## src/rtl/regfile_wr_arbiter.sv

```systemverilog
// Shares the register-file write port between write-back (priority) and debug writes.
// A debug request that cannot find a free slot in time forces a one-cycle pipeline stall.
module regfile_wr_arbiter #(
   parameter int STARVE_MAX = 8
) (
   input  logic        clk,
   input  logic        rst,
   input  logic        inWB_wr,
   input  logic [4:0]  inWB_wa,
   input  logic [31:0] inWB_wd,
   input  logic        inDbg_req,
   input  logic [4:0]  inDbg_wa,
   input  logic [31:0] inDbg_wd,
   output logic        outDbg_ack,
   output logic        outStall,
   output logic        outRegF_wr,
   output logic [4:0]  outRegF_wa,
   output logic [31:0] outRegF_wd
);

   localparam int CW = $clog2(STARVE_MAX) + 1;
   localparam logic [CW-1:0] CNT_ZERO  = CW'(0);
   localparam logic [CW-1:0] CNT_ONE   = CW'(1);
   localparam logic [CW-1:0] CNT_STALL = CW'(STARVE_MAX - 1);

   typedef enum logic [1:0] {
      IDLE  = 2'd0,
      WAIT  = 2'd1,
      STALL = 2'd2
   } state_t;

   state_t        r_state;
   logic [CW-1:0] r_cnt;

   logic          w_free;
   logic          w_grant;
   logic          w_stall;
   logic          w_wr;
   logic [4:0]    w_wa;
   logic [31:0]   w_wd;
   logic [CW-1:0] w_cnt_inc;

   // A write-back write to r0 is discarded anyway, so that slot is usable by debug.
   assign w_free    = ~inWB_wr | (inWB_wa == 5'd0);
   assign w_cnt_inc = r_cnt + CNT_ONE;

   // Grant decision and write-port mux.
   always_comb begin
      w_grant = 1'b0;
      w_stall = 1'b0;
      case (r_state)
         IDLE:    w_grant = inDbg_req & w_free;
         WAIT:    w_grant = inDbg_req & w_free;
         STALL: begin
            w_grant = inDbg_req;
            w_stall = 1'b1;
         end
         default: w_grant = 1'b0;
      endcase

      if (w_grant) begin
         w_wr = (inDbg_wa != 5'd0);
         w_wa = inDbg_wa;
         w_wd = inDbg_wd;
      end else begin
         // During the stall the write-back contents are re-presented next cycle.
         w_wr = inWB_wr & (inWB_wa != 5'd0) & ~w_stall;
         w_wa = inWB_wa;
         w_wd = inWB_wd;
      end
   end

   // Outputs are held quiet while reset is asserted.
   assign outDbg_ack = rst & w_grant;
   assign outStall   = rst & w_stall;
   assign outRegF_wr = rst & w_wr;
   assign outRegF_wa = rst ? w_wa : 5'd0;
   assign outRegF_wd = rst ? w_wd : 32'd0;

   // State and wait counter; r_cnt holds the number of cycles the request has already waited,
   // so the stall lands in the STARVE_MAX-th cycle after the request first appears.
   always_ff @(posedge clk or negedge rst) begin
      if (!rst) begin
         r_state <= IDLE;
         r_cnt   <= CNT_ZERO;
      end else begin
         case (r_state)
            IDLE: begin
               if (inDbg_req && !w_free) begin
                  r_state <= (CNT_ONE == CNT_STALL) ? STALL : WAIT;
                  r_cnt   <= CNT_ONE;
               end else begin
                  r_state <= IDLE;
                  r_cnt   <= CNT_ZERO;
               end
            end
            WAIT: begin
               if (!inDbg_req || w_free) begin
                  r_state <= IDLE;
                  r_cnt   <= CNT_ZERO;
               end else if (w_cnt_inc == CNT_STALL) begin
                  r_state <= STALL;
                  r_cnt   <= w_cnt_inc;
               end else begin
                  r_state <= WAIT;
                  r_cnt   <= w_cnt_inc;
               end
            end
            STALL: begin
               r_state <= IDLE;
               r_cnt   <= CNT_ZERO;
            end
            default: begin
               r_state <= IDLE;
               r_cnt   <= CNT_ZERO;
            end
         endcase
      end
   end

endmodule

```

## config.mk

```make
export PLATFORM = sky130hd
export DESIGN_NAME = regfile_wr_arbiter
export DESIGN_NICKNAME = d
export VERILOG_FILES = /design/src/rtl/regfile_wr_arbiter.sv
export SDC_FILE = /design/constraint.sdc
export NUM_CORES = 1
export LEC_CHECK = 0
export ABC_AREA = 1
export ABC_CLOCK_PERIOD_IN_PS = 1200
export CAP_MARGIN = 20
export CORE_MARGIN = 8
export CORE_UTILIZATION = 28
export CTS_BUF_LIST = sky130_fd_sc_hd__clkbuf_4 sky130_fd_sc_hd__clkbuf_8 sky130_fd_sc_hd__clkbuf_16
export CTS_CLUSTER_DIAMETER = 150
export DETAILED_ROUTE_END_ITERATION = 16
export PLACE_DENSITY = 0.75
export REMOVE_ABC_BUFFERS = 1
export SYNTH_ARGS = -nofsm -noshare
export SYNTH_HDL_FRONTEND = slang
export SYNTH_SLANG_ARGS = --single-unit
export TNS_END_PERCENT = 10
```

## constraint.sdc

```tcl
create_clock -name clk -period 1.2 [get_ports clk]
set_clock_uncertainty 0.05 [all_clocks]
set_input_delay 0.18 -clock clk [delete_from_list [all_inputs] [get_ports clk]]
set_output_delay 0.18 -clock clk [all_outputs]
set_load 0.01 [all_outputs]
```

# Yosys cells after proc, flatten, opt, wreduce, memory -nomap -nowiden
# Cells that the tools add are included.
[word_totals]
regBits = 6
output_inout_bits = 40
word_cells = 38
[classes]
add_sub_neg = 1
n_eq_ne = 3
n_mux = 14
bitwise_logic = 9
reduce_logical = 9
[op_table]
columns = ["operator", "count"]
rows = [
  ["$mux W32", 2],
  ["$mux W5", 2],
  ["$reduce_bool A5 Y1", 2],
  ["$pmux W4 S2", 1],
  ["$and A1 B1 Y1", 6],
  ["$logic_not A5 Y1", 1],
  ["$add A4 B1 Y4 const B", 1],
  ["$eq A4 B3 Y1 const B", 1],
  ["$mux W1", 4],
  ["$mux W2", 2],
  ["$mux W4", 1],
  ["$pmux W2 S2", 1],
  ["$eq A2 B1 Y1 const B", 1],
  ["$eq A2 B2 Y1 const B", 1],
  ["$logic_not A1 Y1", 2],
  ["$logic_not A2 Y1", 1],
  ["$not A1 Y1", 2],
  ["$pmux W1 S2", 1],
  ["$reduce_or A2 Y1", 1],
  ["$logic_and A1 B1 Y1", 1],
  ["$logic_or A1 B1 Y1", 1],
  ["$or A1 B1 Y1", 1],
]

# Longest topological paths before layout
# Gate-level depths: netlist of the first run.
[depth]
ltp_word = 6
mapped_depth = 8

# Least setup slack after synthesis of the first run
# OpenSTA, ideal clock, no wires.
[synth_path]
path_type = "register -> output"
from = "reg r_state[0]"
to = "out outRegF_wd[19]"
t_arrival_ps = 1142
t_required_ps = 970
setup_slack_ps = -172
stages_incl_launch_ff = 9
path_buffers = 2
cell_sequence = "dfrtp_1 inv_2 o21ai_2 inv_2 buf_6 buf_6 nand3_1 nand2_1 nor2_1"
[synth_between]
elab_chain_cells = 5
word_cells_on_any_way = 7
cone_classes = "eq/ne: 2; mux: 3; reduce/logical: 2"
[synth_rtl]
columns = ["element", "line_no", "source"]
rows = [
  ["from (decl)", "32", "state_t r_state;"],
  ["from (signal assigned)", "90", "r_state <= (CNT_ONE == CNT_STALL) ? STALL : WAIT;"],
  ["$eq A2 B1 Y1 / $logic_not A2 Y1 (equally long branches)", "51", "case (r_state)"],
  ["$reduce_or A2 Y1 (no line)", "-", ""],
  ["$pmux W1 S2 (*)", "51", ""],
  ["$mux W32 (*)", "61", "if (w_grant) begin"],
  ["$mux W32 (*)", "78", "assign outRegF_wd = rst ? w_wd : 32'd0;"],
  ["to (decl)", "18", "output logic [31:0] outRegF_wd"],
]
# Mark *: on every way between the ends. The rest lies on a longest branch, timed or not.

# Final worst setup path of the first run
[layout_path]
from = "reg r_state[0]"
to = "out outRegF_wd[12]"
# Same word-level chain as after synthesis.

==> results.txt, run 1 <==
* Result of the run: finished, violations left
- The checks that failed: negative setup slack.
- The completed layout was analyzed and its total power is 1.43 mW.
- Shortest period the worst path allows: 1.78 ns
- Across all layers, the routed design uses 2131 vias.
* Unrepaired setup endpoints after global routing: true
* Number of clock sinks seen by CTS: 6
- Share of the clock period used by the worst path: 148%
- The share of total power dissipated in the clock network is 20.5%.
- The count of cells in the finished layout, fillers not included, comes to 440.
* Most common cell in the synthesized netlist: nor2_1
* Smallest hold slack: 0.389 ns
* Leak Pwr: 1.48 nW
- The worst setup path is captured at an output pin.
- Register bit count reported by yosys: 6
* Number of placed instances with taps included: 423
- The max-slew violation count is 0.
- The internal power of the cells totals 948 uW.
- Area of the die: 0.00700 mm^2
- The mapped netlist covers 0.00128 mm^2.
* Number of enable-type register cells in the synthesized netlist: 0
- Gate count of the mapped netlist: 250
- In this run the count of I/O pins placed on the die edge is 118.
- In this run the worst path has a maximum fanout of 14.
* Detailed-router iteration count before antenna repair: 4
- The analysis attributes to net switching a power of 485 uW.
- Of all flip-flops after synthesis, the portion carrying an async set or reset was 100%.
* Share of the synthesized area in the top cell type: 16.0%
- Max-cap violations: 0
- In this run the remaining antenna-violating nets after routing total 0.
* Worst Path Required: 0.97 ns
* Clock latency on the worst-skew pair: 0.22 ns
- Cell type contributing the most total cell area after synthesis: nand3_1
- From left edge to right edge, the die measures 83.6 um.
- For this run the aggregate overflow at the end of global routing stands at 0.
- Vias in the first global route: 2165
* Slowest cell on the critical path: dfrtp_1
* Timing-limited maximum frequency: 0.562 GHz
- Family of cells with the greatest summed delay on the critical path: buffers and inverters
* Remaining max-slew budget at the tightest pin: 85.4%
* Average via count per standard cell: 4.84
* Relative area change from synthesis to final layout: 118%
* Root buf cell: clkbuf_8
* CORE AREA: 0.00438 mm^2
* Switching power share of the total: 33.9%
- Sequential share of power: 14.7%
* Maximum number of pins on one net before global-route repair: 21
- Distinct cell type count of the synthesized netlist: 18
- Class of the most critical setup path: reg -> out
- Proportion of synthesized chip area in sequential cells: 11.7%
- In the global route stage, overall resource usage came out at 17.9%.
- For this configuration, the core starts out at a cell density of 29.2%.
* Final hold vios: 0
- Average cell area after synthesis: 5.12 um^2
* Clock transition time at the flip-flop clock pins of the worst setup and hold paths: 0.04 ns
* Global placement routability congestion: 0.788
* Count of port buffers added during placement: 117
- The Yosys step of the flow raised 0 warnings.
- The initial antenna violation count was 0.
* Routed Wire Length: 6650 um
- Nets: 470
- Buffers & Inverters on Critical Path: 4
* Peak per-stage delay on the critical path: 0.35 ns
* Startpoint type of the worst setup path: register
- Total inserted antenna cells: 0
- Leading register cell type out of synthesis: dfrtp_1
- TritonCTS created 3 clock buffers.
- After detailed routing, the number of remaining DRC violations is 0.
- Depth of the CTS H-tree: 1
* Reg-to-reg slack, setup: -0.11 ns
- The post-route netlist has 26.8% of its cells at a drive strength greater than 1.
- Average wire per cell in the routed design: 15.1 um
* Number of placement rows: 24
- TritonCTS built the clock tree.
- In this run, the combinational gates consume 64.9% of the power.
- For this design the ratio of total power to cell area is 512 mW/mm^2.
- Setup total negative slack on the finished layout was measured at -20.83 ns.
- Worst path setup slack after routing: -0.581 ns
- No sink is reached through more buffers than the 2 on the longest clock path.
* Detailed Place HPWL: 4580 um
* Leading post-synthesis cells by instance count: nor2_1 (46), inv_1 (43), nand2_1 (42)
- The first global-routing pass estimated 10600 um of wire.
- In this run the worst hold path is classified as in -> async.
- Slew at the pin closest to its max-slew limit: 0.219 ns
- Worst vdd ir: 643 uV
* Drt first-iter violations: 92
- Yosys attributes the largest share of cell area to nand3_1 (16%), a21oi_1 (16%), nor2_1 (13%).
* Final number of setup-violating endpoints: 42
* Cell-by-cell listing of the critical path: inv_2, nand2_2, nand3_4, buf_12, buf_16, nand3_1, nand2_1, nor2_2, buf_2
- Critical path data arrival time: 1.55 ns
- Die height: 83.6 um
## through the flow
step	area (um^2)	util (%)	setup slack (ns)
floorplan	1130	-	-0.762
global placement	2590	59.0	-1.05
detailed placement	2590	59.0	-1.08
CTS	2780	63.5	-0.557
global route	2800	63.8	-0.662
finish	2800	63.8	-0.581
## worst reg2reg max path, cell delays in order, from the launching register on
cell     delay (ns)
dfrtp_1        0.35
inv_2          0.07
buf_4          0.13
buf_4          0.13
a21oi_2        0.11
o21ai_2        0.08
nor2_1         0.14
nand2_1        0.07
nor2_1         0.11
## routing by layer
metal  global-route usage (%)  vias up  share of wire, %
met3                     4.00        0               6.9
met1                     20.9      970                42
met4                    0.942        0                 0
met2                     33.3       92                51
li1                         -     1069                 -
met5                        0        -                 0
## cell type report
class                   instances  area (um^2)
flip-flops and latches          6          150
well taps                      52         65.1
fillers                       408         1590
repair buffers                155         1460
multi-input cells             179          905
clock buffers                   3         41.3
inverters                      45          174
## final timing paths
check                                  to  depth (start not counted)       start
max in group asynchronous        r_cnt[0]                          3         rst
setup / recovery           outRegF_wd[12]                          9  r_state[0]
hold / removal                   r_cnt[3]                          3         rst
min in group clk                 r_cnt[0]                          2  r_state[0]
hold reg to reg                  r_cnt[0]                          2  r_state[0]
setup reg to reg               r_state[1]                          8  r_state[0]
## power by group through the flow
stage	logic, mW	clock network, mW	registers, mW
floorplan	0.287	0	0.213
global placement	0.855	0	0.212
detailed placement	0.864	0	0.213
CTS	0.918	0.306	0.210
global route	1.01	0.323	0.210
finish	0.929	0.293	0.210
## cell usage in the layout, fill, tap and decap left out, drive strengths merged
cell type	netlist	layout
dlygate4sd2	0	8
clkdlybuf4s50	0	69
a21oi	40	40
dfrtp	6	6
nand3	42	42
xor2	1	1
buf	15	77
bufbuf	0	1
o21ai	3	3
nor3	2	2
clkbuf	5	3
nand4	1	1
inv	45	45
nand2	42	42
nor2	46	46
ha	2	2
## repair_timing
item / in CTS / in global routing
gates resized for setup: 206 / 4
buffers inserted: 7 / 0
endpoints found under the hold margin: 0 / 0
setup endpoints to repair: 42 / 44
hold buffers: 0 / 0
cloned: 7 / 0
pin swaps: 12 / 1
## logic make-up (layout without fill, tap and decap cells)
kind of cell             Yosys count  count (layout)  share of synthesized area (%)
adder cells (fa/ha/maj)            2               2                           1.95
flip-flops                         6               6                           11.7
AND/OR/NAND/NOR                  133             133                           43.8
XOR/XNOR                           1               1                          0.684
buffers and inverters             65             203                           24.7
AO/OA/AOI/OAI                     43              43                           17.1
## registers in the layout, indices dropped and copies added, names as in the netlist
signal   count
r_cnt        4
r_state      2
No activity file was read; power rests on OpenSTA's default activity.
==> run 2: changes to the inputs <==
- REMOVE_ABC_BUFFERS: 1 -> unset
- SKIP_LAST_GASP: unset -> 1
==> results.txt, run 2 (synthesis results as in run 1) <==
- Worst path setup slack after routing: -0.724 ns (-0.143 ns)
- The final reports fail on negative setup slack.
- The area of the die came to 0.00700 mm^2 (unchanged).
- Global placement routability congestion: 0.758 (-3.7%)
- Clock transition time at the flip-flop clock pins of the worst setup and hold paths: 0.04 ns (about the same)
* Drt drc: 0 (unchanged)
* Clk pwr share: 19.1% (-1.4 points)
- Slew at the pin closest to its max-slew limit: 0.287 ns (+0.0685 ns)
* Flip-flop count of the largest register after layout: 4 (unchanged)
* Depth of the CTS H-tree: 1 (unchanged)
* Drt first-iter violations: 60 (-35%)
- The detailed-route via count was 2139 (+0.38%).
- The max-capacitance violation count was 0 (unchanged).
- The via count of the first global-routing pass is 2270 (+4.8%).
- The total non-filler cell area in the finished layout came to 0.00313 mm^2 (+12%).
* IO Pins: 118 (unchanged)
- Relative to the synthesized area, the layout overhead comes to 144%.
* Worst vdd ir: 265 uV (-59%)
- Initial standard-cell utilization of the core: 29.2% (unchanged)
- The area used by multi-input combinational logic came to 0.00104 mm^2 (+15%).
- The register with the most flip-flops in the final layout is r_cnt.
* Ratio of cells with drive above 1 in the final layout: 37.6% (+11 points)
* Remaining max-slew budget at the tightest pin: 80.8% (-4.6 points)
- The minimum clock period after layout came to 1.92 ns (+0.143 ns).
- The placeable core region was 0.00438 mm^2 (unchanged).
- Average wire per cell in the routed design: 16.0 um (+5.8%)
- The number of vias per cell after detailed routing is 4.83 (-0.30%).
* Class of the tightest hold or removal check: in -> async
- The number of buffers between clock root and the deepest sink is 2 (unchanged).
- Nets: 473 (+0.64%)
- The period utilization is 160% (+12 points).
* Top cell by count, worst path: buf_6
* Leak Pwr: 1.57 nW (+6.0%)
- Hold Buf Count CTS: 0 (unchanged)
- Antenna violations before repair: 0 (unchanged)
- Number of pins with negative max-slew slack in the final report: 0 (unchanged)
* Total power density per cell area: 508 mW/mm^2 (-0.89%)
- The number of clock buffers inserted by TritonCTS came to 3 (unchanged).
* CP Capture Type: output pin
- The die span in x is 83.6 um (unchanged).
- The proportion of power drawn by flip-flops and latches came to 13.2% (-1.5 points).
* Switching power share of the total: 35.2% (+1.3 points)
* Largest registers ranked by flip-flop count: r_cnt x4, r_state x2
- The wire length of the first global-routing pass is 11000 um (+3.6%).
- Most frequent standard cell in the layout excluding fill and tap cells: clkdlybuf4s50_1
- Worst Path Required: 0.97 ns (about the same)
- The count of standard-cell rows is 24 (unchanged).
- The critical path goes through buf_6, nand2_4, nand3_4, buf_6, buf_12, nand3_1, nand2_1, nor2_2, buf_2.
- Internal Dissipation: 1.03 mW (+8.6%)
* Critical path data arrival time: 1.69 ns (+0.14 ns)
- Unrepaired setup endpoints after global routing: true
- The net switching component of the power is 559 uW (+15%).
- Final number of setup-violating endpoints: 43 (+2.4%)
- Count of port buffers added during placement: 117 (unchanged)
- Worst setup slack after placement: -1.03 ns (+0.0573 ns)
* Number of fillers in the final layout: 392 (-3.9%)
- The delay contributed by the slowest stage of the critical path was 0.39 ns (+0.04 ns).
- The number of antenna-violating nets in the routed design is 0 (unchanged).
- Number of clock sinks seen by CTS: 6 (unchanged)
- The routed wire length is 7090 um (+6.6%).
- Timing-limited maximum frequency: 0.520 GHz (-7.4%)
* GRT Resource Usage Total: 18.9% (+1.0 points)
- The total global routing overflow is 0 (unchanged).
- Final hold vios: 0 (unchanged)
- The clock latency reported for the late side of the worst-skew pair was 0.22 ns (about the same).
* Commonest cells after routing, fill and taps aside: clkdlybuf4s50_1 (70), inv_1 (42), nand2_1 (39)
- The HPWL after detailed placement came to 4100 um (-10%).
- Post-Synthesis Net Count: 330
* Root buf cell: clkbuf_8
* Maximum number of pins on one net before global-route repair: 22 (+4.8%)
- The worst setup path is launched from a register.
* Detailed-router iteration count before antenna repair: 4 (unchanged)
- Sequential cell area: 150 um^2 (unchanged)
- Placed instance area: 0.00265 mm^2 (+2.5%)
* Maximum fanout encountered on the critical timing path: 7 (-7)
* Slowest cell on the critical path: dfrtp_1
- The flow ran to the end, but the final reports show violations.
- The die extent in y came to 83.6 um (unchanged).
- Total inserted antenna cells: 0 (unchanged)
- The worst setup path is of the reg -> out kind.
- The relative contribution of combinational cells to total power was 67.7% (+2.8 points).
- TritonCTS built the clock tree.
==> run 2: cell types whose count changed in the layout (fill, tap and decap cells not counted), sizes merged <==
| cell | change |
|---|---|
| buf | -2 |
| clkbuf | +3 |
| clkdlybuf4s15 | +1 |
| clkdlybuf4s50 | +1 |
==> run 2: final timing paths <==
path	start	to	slack [ns]	cells after the start
setup reg to reg	r_state[0]	r_state[1]	-0.20	8
max in group asynchronous	rst	r_cnt[1]	0.60	3
setup / recovery	r_state[1]	outRegF_wd[10]	-0.72	9
min in group clk	r_cnt[0]	r_cnt[0]	0.52	2
hold reg to reg	r_cnt[0]	r_cnt[0]	0.52	2
hold / removal	rst	r_state[1]	0.24	2
==> run 2: worst max-delay path: cells and delay by family, from the launching register on <==
kind                   cells  cell delay (ns)
buffers and inverters      4             0.58
and+or+nand+nor            5             0.49
DFF                        1             0.39
==> run 2: metrics by stage <==
stage / utilization (%) / instances / power, mW / setup TNS (ns) / hold slack (ns)
3_3_place_gp: 60.5 / 417 / 1.10 / -39.18 / 0.491
4_1_cts: 68.2 / 437 / 1.54 / -21.57 / 0.208
3_5_place_dp: 60.5 / 417 / 1.11 / -39.40 / 0.512
2_1_floorplan: - / 250 / 0.607 / -4.54 / -0.166
6_report: 71.4 / 443 / 1.59 / -24.40 / 0.235
5_1_grt: 71.4 / 443 / 1.70 / -28.07 / 0.234
==> run 2: area by class of cell <==
class / instances / share of cell area [%]
repair buffers: 158 / 52.9
multi-input cells: 179 / 33.3
inverters: 45 / 5.64
flip-flops and latches: 6 / 4.80
well taps: 52 / 2.08
clock buffers: 3 / 1.32
==> run 2: repair_timing <==
item	4_1_cts	5_1_grt
setup buffers	6	3
endpoints found under the setup margin	43	45
cloned	11	3
pin swaps	10	9
resized for setup	207	12
==> run 2: power by group through the flow <==
| stage | sequential [mW] | clock (mW) | combinational [mW] |
|---|---|---|---|
| finish | 0.210 | 0.303 | 1.07 |
| global route | 0.211 | 0.323 | 1.16 |
| CTS | 0.210 | 0.307 | 1.02 |
| detailed placement | 0.213 | 0 | 0.893 |
| global placement | 0.212 | 0 | 0.883 |
| floorplan | 0.213 | 0 | 0.393 |
==> run 2: routing by layer <==
metal	vias up	global-route usage [%]	wire length, um
li1	1065	-	-
met1	960	20.8	2840
met2	103	33.5	3550
met3	11	5.18	579
met4	0	6.75	115
met5	-	0	0
